**config.mk**
```make
export PLATFORM = sky130hd
export DESIGN_NAME = adder_result_collector_flat
export DESIGN_NICKNAME = d
export VERILOG_FILES = /design/src/rtl/adder_pkg.sv /design/src/rtl/adder_result_collector_if.sv /design/src/rtl/result_fifo.sv /design/src/rtl/adder_result_collector.sv /design/src/flat_wrapper.sv
export SDC_FILE = /design/constraint.sdc
export NUM_CORES = 1
export LEC_CHECK = 0
export ABC_AREA = 1
export CORE_AREA = 2 2 55 57
export CTS_CLUSTER_DIAMETER = 40
export CTS_CLUSTER_SIZE = 28
export DETAILED_ROUTE_END_ITERATION = 8
export DIE_AREA = 0 0 57 59
export HOLD_SLACK_MARGIN = 0.12
export PLACE_DENSITY = 0.79
export SETUP_SLACK_MARGIN = 0.02
export SYNTH_ARGS = -nofsm -noshare
export SYNTH_HDL_FRONTEND = slang
export SYNTH_SLANG_ARGS = --single-unit
```
**constraint.sdc**
```tcl
create_clock -name clk -period 2.6 [get_ports clk]
set_input_delay 0.52 -clock clk [delete_from_list [all_inputs] [get_ports clk]]
set_output_delay 0.52 -clock clk [all_outputs]
set_load 0.05 [all_outputs]
```
**src/rtl/adder_pkg.sv**
```systemverilog
// Shared definitions for the adder result collector slice.
//   DEF_WIDTH / DEF_DEPTH : default operand width and result FIFO depth
//   clog2()               : ceiling log2 usable in parameter expressions
//   Stored FIFO entry layout is {carry, sum[WIDTH-1:0]}, so the entry width
//   is WIDTH+1 with the carry in the top bit.
package adder_pkg;

   localparam int DEF_WIDTH = 3;
   localparam int DEF_DEPTH = 4;

   function automatic int clog2(input int v);
      int r;
      r = 0;
      for (int i = 0; i < 31; i++) begin
         if ((1 << i) < v) r = i + 1;
      end
      return r;
   endfunction

   function automatic int entry_w(input int width);
      return width + 1;
   endfunction

endpackage

```
**src/rtl/adder_result_collector_if.sv**
```systemverilog
// Handshake bundle between the upstream issuer, the adder outputs, the
// collector and the result consumer.
//   en, issue, issue_ready : pipeline advance, operand-issue strobe, credit
//   s, carry               : adder result outputs
//   m_valid/m_ready/m_sum/m_carry : buffered result stream
//   count, drop_err        : FIFO occupancy, sticky issue-without-credit flag
// master = environment side (issuer + consumer), slave = collector.
interface adder_result_collector_if
   import adder_pkg::*;
#(
   parameter int WIDTH = DEF_WIDTH,
   parameter int DEPTH = DEF_DEPTH
);
   localparam int CW = clog2(DEPTH + 1);

   logic             en;
   logic             issue;
   logic             issue_ready;
   logic [WIDTH-1:0] s;
   logic             carry;
   logic             m_valid;
   logic             m_ready;
   logic [WIDTH-1:0] m_sum;
   logic             m_carry;
   logic [CW-1:0]    count;
   logic             drop_err;

   modport master (
      output en, issue, s, carry, m_ready,
      input  issue_ready, m_valid, m_sum, m_carry, count, drop_err
   );

   modport slave (
      input  en, issue, s, carry, m_ready,
      output issue_ready, m_valid, m_sum, m_carry, count, drop_err
   );

endinterface

```
**src/rtl/result_fifo.sv**
```systemverilog
// Synchronous FIFO holding adder results.
//   push_i/wdata_i : write port (caller guarantees no overflow)
//   pop_i          : read advance, ignored when empty
//   rdata_o        : entry at the read pointer
//   count_o, empty_o : occupancy
module result_fifo
   import adder_pkg::*;
#(
   parameter  int DW    = DEF_WIDTH + 1,
   parameter  int DEPTH = DEF_DEPTH,
   localparam int AW    = clog2(DEPTH),
   localparam int CW    = clog2(DEPTH + 1)
) (
   input  logic          clk,
   input  logic          rst,
   input  logic          push_i,
   input  logic          pop_i,
   input  logic [DW-1:0] wdata_i,
   output logic [DW-1:0] rdata_o,
   output logic [CW-1:0] count_o,
   output logic          empty_o
);

   logic [DW-1:0] mem_q [DEPTH];
   logic [AW-1:0] wr_ptr_q, wr_ptr_d;
   logic [AW-1:0] rd_ptr_q, rd_ptr_d;
   logic [CW-1:0] count_q, count_d;
   logic          pop_ok;

   assign empty_o = (count_q == '0);
   assign pop_ok  = pop_i && !empty_o;

   always_comb begin
      wr_ptr_d = wr_ptr_q;
      rd_ptr_d = rd_ptr_q;
      count_d  = count_q;
      // Pointers are exactly log2(DEPTH) bits so they wrap for free.
      if (push_i) wr_ptr_d = wr_ptr_q + AW'(1);
      if (pop_ok) rd_ptr_d = rd_ptr_q + AW'(1);
      case ({push_i, pop_ok})
         2'b10:   count_d = count_q + CW'(1);
         2'b01:   count_d = count_q - CW'(1);
         default: count_d = count_q;
      endcase
   end

   always_ff @(posedge clk or posedge rst) begin
      if (rst) begin
         wr_ptr_q <= '0;
         rd_ptr_q <= '0;
         count_q  <= '0;
      end else begin
         wr_ptr_q <= wr_ptr_d;
         rd_ptr_q <= rd_ptr_d;
         count_q  <= count_d;
      end
   end

   // Storage needs no reset; count gates whether an entry is meaningful.
   always_ff @(posedge clk) begin
      if (push_i) mem_q[wr_ptr_q] <= wdata_i;
   end

   assign rdata_o = mem_q[rd_ptr_q];
   assign count_o = count_q;

endmodule

```
**src/rtl/adder_result_collector.sv**
```systemverilog
// Follows each issued operand set through the adder with a one-hot-per-slot
// tag pipe and captures {carry,s} into a result FIFO when its tag reaches the
// last slot. Credits count both buffered and in-flight results, so a capture
// can never find the FIFO full.
// Ports: clk, rst (async high), bus (slave side of the collector interface).
module adder_result_collector
   import adder_pkg::*;
#(
   parameter int WIDTH   = DEF_WIDTH,
   parameter int LATENCY = WIDTH,
   parameter int DEPTH   = DEF_DEPTH
) (
   input  logic clk,
   input  logic rst,
   adder_result_collector_if.slave bus
);

   localparam int DW = entry_w(WIDTH);
   localparam int CW = clog2(DEPTH + 1);

   logic [LATENCY:1] tag_q, tag_d;
   logic             drop_q, drop_d;
   logic [DW-1:0]    hold_q, hold_d;

   logic             issue_ready;
   logic             accept;
   logic             drop;
   logic             push;
   logic             pop;
   logic [31:0]      occ;
   logic [DW-1:0]    fifo_rdata;
   logic [CW-1:0]    fifo_count;
   logic             fifo_empty;

   // Credit check sees registers only, never the incoming issue.
   always_comb begin
      occ = 32'(fifo_count);
      for (int i = 1; i <= LATENCY; i++) occ = occ + 32'(tag_q[i]);
      issue_ready = (occ < 32'(DEPTH));
   end

   always_comb begin
      accept = bus.issue && bus.en && issue_ready;
      drop   = bus.issue && bus.en && !issue_ready;
      // Last slot set means s/carry currently hold that result, whatever en is.
      push   = tag_q[LATENCY];
      pop    = bus.m_ready && !fifo_empty;
      tag_d  = tag_q;
      if (bus.en) begin
         for (int i = LATENCY; i >= 2; i--) tag_d[i] = tag_q[i-1];
         tag_d[1] = accept;
      end else begin
         // Adder is frozen; only the slot just captured is retired so it is
         // not pushed a second time.
         tag_d[LATENCY] = 1'b0;
      end
      drop_d = drop_q | drop;
      // Output shows the FIFO head while valid and otherwise keeps the last one.
      hold_d = fifo_empty ? hold_q : fifo_rdata;
   end

   always_ff @(posedge clk or posedge rst) begin
      if (rst) begin
         tag_q  <= '0;
         drop_q <= 1'b0;
         hold_q <= '0;
      end else begin
         tag_q  <= tag_d;
         drop_q <= drop_d;
         hold_q <= hold_d;
      end
   end

   result_fifo #(
      .DW    (DW),
      .DEPTH (DEPTH)
   ) u_fifo (
      .clk     (clk),
      .rst     (rst),
      .push_i  (push),
      .pop_i   (pop),
      .wdata_i ({bus.carry, bus.s}),
      .rdata_o (fifo_rdata),
      .count_o (fifo_count),
      .empty_o (fifo_empty)
   );

   assign bus.issue_ready = issue_ready;
   assign bus.m_valid     = !fifo_empty;
   assign bus.m_sum       = hold_d[WIDTH-1:0];
   assign bus.m_carry     = hold_d[WIDTH];
   assign bus.count       = fifo_count;
   assign bus.drop_err    = drop_q;

endmodule
```
**src/flat_wrapper.sv**
```systemverilog
// flat-port wrapper written by rule: the top's interface ports become plain ports
module adder_result_collector_flat import adder_pkg::*;
#(
   parameter int WIDTH   = DEF_WIDTH,
   parameter int LATENCY = WIDTH,
   parameter int DEPTH   = DEF_DEPTH
)
  (clk, rst, bus_en, bus_issue, bus_s, bus_carry, bus_m_ready, bus_issue_ready, bus_m_valid, bus_m_sum, bus_m_carry, bus_count, bus_drop_err);
  adder_result_collector_if #(.WIDTH(WIDTH), .DEPTH(DEPTH)) bus_i ();
  input  logic clk;
  input  logic rst;
  input wire logic [$bits(bus_i.en)-1:0] bus_en;
  input wire logic [$bits(bus_i.issue)-1:0] bus_issue;
  input wire logic [$bits(bus_i.s)-1:0] bus_s;
  input wire logic [$bits(bus_i.carry)-1:0] bus_carry;
  input wire logic [$bits(bus_i.m_ready)-1:0] bus_m_ready;
  output wire logic [$bits(bus_i.issue_ready)-1:0] bus_issue_ready;
  output wire logic [$bits(bus_i.m_valid)-1:0] bus_m_valid;
  output wire logic [$bits(bus_i.m_sum)-1:0] bus_m_sum;
  output wire logic [$bits(bus_i.m_carry)-1:0] bus_m_carry;
  output wire logic [$bits(bus_i.count)-1:0] bus_count;
  output wire logic [$bits(bus_i.drop_err)-1:0] bus_drop_err;
  assign bus_i.en = bus_en;
  assign bus_i.issue = bus_issue;
  assign bus_i.s = bus_s;
  assign bus_i.carry = bus_carry;
  assign bus_i.m_ready = bus_m_ready;
  assign bus_issue_ready = bus_i.issue_ready;
  assign bus_m_valid = bus_i.m_valid;
  assign bus_m_sum = bus_i.m_sum;
  assign bus_m_carry = bus_i.m_carry;
  assign bus_count = bus_i.count;
  assign bus_drop_err = bus_i.drop_err;
  adder_result_collector #(.WIDTH(WIDTH), .LATENCY(LATENCY), .DEPTH(DEPTH)) u_core (.clk(clk), .rst(rst), .bus(bus_i));
endmodule
```
# After elaboration in Yosys (flattened, before gate mapping)
# Memories as Yosys holds them, arrays and structs flattened.
# Cells that the tools add are included.
# classes
add_sub_neg	7
n_lt_le_gt_ge	1
eq_ne	2
n_mux	5
n_bitwise	1
reduce_logical	9
# op_table
operator	count
$add 32x1->32	2
$lt 32x3->1 const B	1
$pmux 3 s2	1
$logic_and 1x1->1	5
$add 2x1->2 const B	2
$add 3x1->4	1
$mux 4	1
$add 3x1->3 const B	1
$logic_not 3->1	1
$mux 1	3
$sub 3x1->3 const B	1
$eq 2x1->1 const B	1
$eq 2x2->1 const B	1
$logic_not 1->1	2
$reduce_bool 2->1	1
$or 1x1->1	1
# word_totals
reg_bits	15
mem_bits_rw	16
wordCells	33
memories	1
# memory_table
name	words	word_bits	read_ports	rd_clocked_by_memory_dff	wr	line	rtl
u_core.u_fifo.mem_q	4	4	1	0	1	result_fifo.sv:24	logic [DW-1:0] mem_q [DEPTH];

# Logic depth before layout (Yosys ltp)
# depth
depth_word	7
depth_mapped	11

# Hierarchy
# A second synthesis with hierarchy kept.
# unflattened
hier_cells	151
hier_area_um2	1463.9
# modules_own_cells
mod	instances	cells_per_inst	area_each_um2
result_fifo	1	104	1078.5
adder_result_collector	1	47	385.4

# Least setup slack after synthesis
# OpenSTA, ideal clock, no wires.
# synth_path
path_type	register to output
startpoint	reg u_core.u_fifo.count_q[0], in the netlist u_core.u_fifo.count_o[0]
endpoint	out bus_issue_ready
arrival_time_ns	1.784
setup_slack_ns	0.296
path_stages_with_launch	8
path_buffers	0
path_cell_list	dfrtp_1 > ha_1 > ha_1 > nand2_1 > nand2_1 > nand2_1 > nand2_1 > inv_1
# synth_between
elab_chain_cells	4
# synth_lines
element	line	rtl
start: declaration	result_fifo.sv:27	logic [CW-1:0] count_q, count_d;
start signal: assignment	result_fifo.sv:55	count_q <= count_d;
$add 3x1->4	adder_result_collector.sv:38	for (int i = 1; i <= LATENCY; i++) occ = occ + 32'(tag_q[i]);
$add 32x1->32 (2 in series)	adder_result_collector.sv:38	
$lt 32x3->1	adder_result_collector.sv:39	issue_ready = (occ < 32'(DEPTH));
end: declaration	flat_wrapper.sv:17	output wire logic [$bits(bus_i.issue_ready)-1:0] bus_issue_ready;
# No other way between the ends.

# Worst setup path after layout
# layout_path
startpoint	reg u_core.u_fifo.rd_ptr_q[0]
endpoint	out bus_m_sum[2]
# layout_between
elab_chain_cells	2
# layout_lines
element	line	rtl
start: declaration	result_fifo.sv:26	logic [AW-1:0] rd_ptr_q, rd_ptr_d;
start signal: assignment	result_fifo.sv:54	rd_ptr_q <= rd_ptr_d;
$mem_v2 4x4	--	
$mux 4	adder_result_collector.sv:59	hold_d = fifo_empty ? hold_q : fifo_rdata;
end: declaration	flat_wrapper.sv:19	output wire logic [$bits(bus_i.m_sum)-1:0] bus_m_sum;
# No other way between the ends.

==> run summary <==
Run status: completed
Vias/cell: 4.82
Least-Margin Pin Slew: 0.610 ns
Critical Path Start Type: register
Worst Path Buf+Inv: 2
Final hold violation count: 0
Crit path max-delay family: buffers and inverters
Tcrit/Tclk final: 0.915
Multi-input logic area: 487 um^2
Chip Height: 59 um
Fillcell total: 214
Synth Register Bits: 31
Post-CTS Setup Inserts: 0
FF+latch area: 856 um^2
Drt total wl: 2610 um
PnR worst setup slack: 0.220 ns
Finished Layout Cells: 216
First-pass GRT wire length: 4510 um
Per-cell routed wire length: 12.1 um
Pre-CTS setup slack: 0.301 ns
PortBufs: 18
# placed instances: 208
Rel. slew slack: 0.593
Starting Density: 0.561
Largest net degree at the start of global routing: 16
Ordered list of cells on the worst path: inv_6, nand2_1, nand3_1, nand2_1, nand2_1, nand2_1, dlygate4sd2_1
Width of the chip: 57 um
Antenna diodes: 0
Synth Instances: 162
Final GP Congestion: 0.780
Clock skew: 0.00585 ns
Clock root buffer: clkbuf_4
Syn nets: 180
Dominant cell type by area after synthesis: edfxtp_1
Global Route Usage Sum: 0.181
Share of layout cells above drive strength 1: 0.0919
Syn-to-layout area delta: 16.3%
Post-Syn Area: 1520 um^2
Crit end category: output pin
Drt pass-1 iters: 5
Synth Warn #: 0
Number of DRC markers in iteration 0: 28
Max Root-Sink Buffers: 2
Maximum vdd drop: 1.23 mV
Grt ovf: 0
Syn Area/Cell: 9.39 um^2
CTS Sinks: 31
Antenna-violating nets left: 0
Critical path origin: u_core.u_fifo.rd_ptr_q[0]
Post-DP HPWL: 2000 um
Critical path class: reg -> out
CTS Buf Count: 5
Number of global-route vias before repair: 1054
Hold/Removal Path Class: reg -> reg
Slowest stage delay, CP: 0.59 ns
Worst Path Required: 2.08 ns
Seq/Total Area, Yosys: 0.563
DRC: 0
Initial antenna violation count: 0
Setup TNS: 0 ns
Via Count: 1042
Worst-path clk slew: 0.09 ns
Pleak: 0.928 nW
Worst-Skew Late Latency: 0.32 ns
Post-CTS Hold Buffers: 0
Hold path start: u_core.bus.drop_err
I/O pins: 19
Cell row count: 19
Nets: 202
H-tree levels: 2
Synth cell types: 21
Largest cells by area after synthesis: edfxtp_1 (32%), dfrtp_1 (25%), nand2_1 (14%)
CTS tree: yes
Die area: 3360 um^2
CTS resizes: 2
Unrepaired setup endpoints after global routing: no
CP max stage cell: dfrtp_1
Tmin final: 2.38 ns
Synth top area share: 0.316
Max Fclk: 0.420 GHz
Slew Limit Fails: 0
Worst-path fanout max: 10
Worst Path Arrival: 1.86 ns
Tot Pwr: 2.13 mW
Worst r2r src: u_core.u_fifo.count_o[0]
Crit-path most repeated cell: nand2_1
Final Setup Violations: 0
Max_cap viols: 0
Power per cell area: 1200 nW/um^2
Core box area: 2710 um^2
## Yosys cell counts
| library cell | number |
|---|---|
| buf_2 | 1 |
| buf_4 | 1 |
| buf_6 | 1 |
| dfrtp_1 | 15 |
| edfxtp_1 | 16 |
| fa_1 | 1 |
| ha_1 | 8 |
| inv_1 | 35 |
| inv_2 | 4 |
| inv_6 | 1 |
| nand2_1 | 58 |
| nand2_2 | 1 |
| nand3_1 | 9 |
| nand3_4 | 1 |
| nand3b_1 | 1 |
| o21ai_0 | 2 |
| o21ai_1 | 1 |
| or2_0 | 1 |
| xnor2_1 | 2 |
| xor2_1 | 2 |
| xor2_2 | 1 |
## cell usage in the layout, fill, tap and decap left out
master           instances
buf_12                   1
buf_4                    2
clkbuf_1                 1
clkbuf_4                 5
clkdlybuf4s50_1         13
clkinv_1                 1
clkinv_2                 1
dfrtp_1                 15
dlygate4sd2_1            2
edfxtp_1                16
fa_1                     1
ha_1                     8
inv_1                   35
inv_2                    4
inv_6                    1
nand2_1                 58
nand2_2                  1
nand3_1                  9
nand3_4                  1
nand3b_1                 1
o21ai_0                  2
o21ai_1                  1
or2_0                    1
xnor2_1                  2
xor2_1                   2
xor2_2                   1
## cells by family after synthesis
| kind of cell | share of synthesized area |
|---|---|
| fa+ha+maj | 0.0790 |
| flops | 0.562 |
| simple gates | 0.197 |
| compound gates | 0.00987 |
| xor+xnor | 0.0337 |
| buf+inv | 0.118 |
## final cells by class
cell class,count,share of cell area
flip-flops and latches,31,0.484
clock inverters,2,0.00495
multi-input cells,88,0.275
well taps,31,0.0219
clock buffers,6,0.0233
inverters,40,0.0877
repair buffers,18,0.103
## flip-flops by register name (all words and copies together), names as in the netlist
signal,count
u_core.bus.drop_err,1
u_core.u_fifo.mem_q,16
u_core.u_fifo.wr_ptr_q,2
u_core.tag_q,3
u_core.u_fifo.count_o,3
u_core.hold_q,4
u_core.u_fifo.rd_ptr_q,2
## per-layer routing
metal  global-route usage  wire [um]  up-vias
met3               0.0502        150        4
met1                0.190       1080      479
met5                    0          0        -
met4               0.0831         40        0
li1                     -          -      525
met2                0.335       1340       34
## report_power, final
| part | switching (mW) | total [mW] | internal [mW] |
|---|---|---|---|
| combinational | 0.734 | 1.11 | 0.375 |
| clock | 0.154 | 0.256 | 0.101 |
| sequential | 0.125 | 0.762 | 0.637 |
## stage by stage
stage               hold slack [ns]  cell area, um^2  utilization
floorplan                     0.421             1520            -
CTS                           0.481             1770        0.653
detailed placement            0.457             1720        0.635
finish                        0.478             1770        0.653
global placement              0.446             1720        0.635
global route                  0.520             1770        0.653
## final timing paths
check	to	slack [ns]	depth (start not counted)
max	bus_m_sum[2]	0.22	7
min	u_core.bus.drop_err	0.48	2
max reg2reg	u_core.u_fifo.count_o[2]	0.73	10
min reg2reg	u_core.bus.drop_err	0.48	2
max in group asynchronous	u_core.bus.drop_err	1.64	2
min in group asynchronous	u_core.u_fifo.rd_ptr_q[1]	0.56	2
## worst min-delay path: stages, from the launching register on
cell and delay, ns:
dfrtp_1 0.36, inv_1 0.04, nand2_1 0.05
Power figures use the tool's default switching activity.
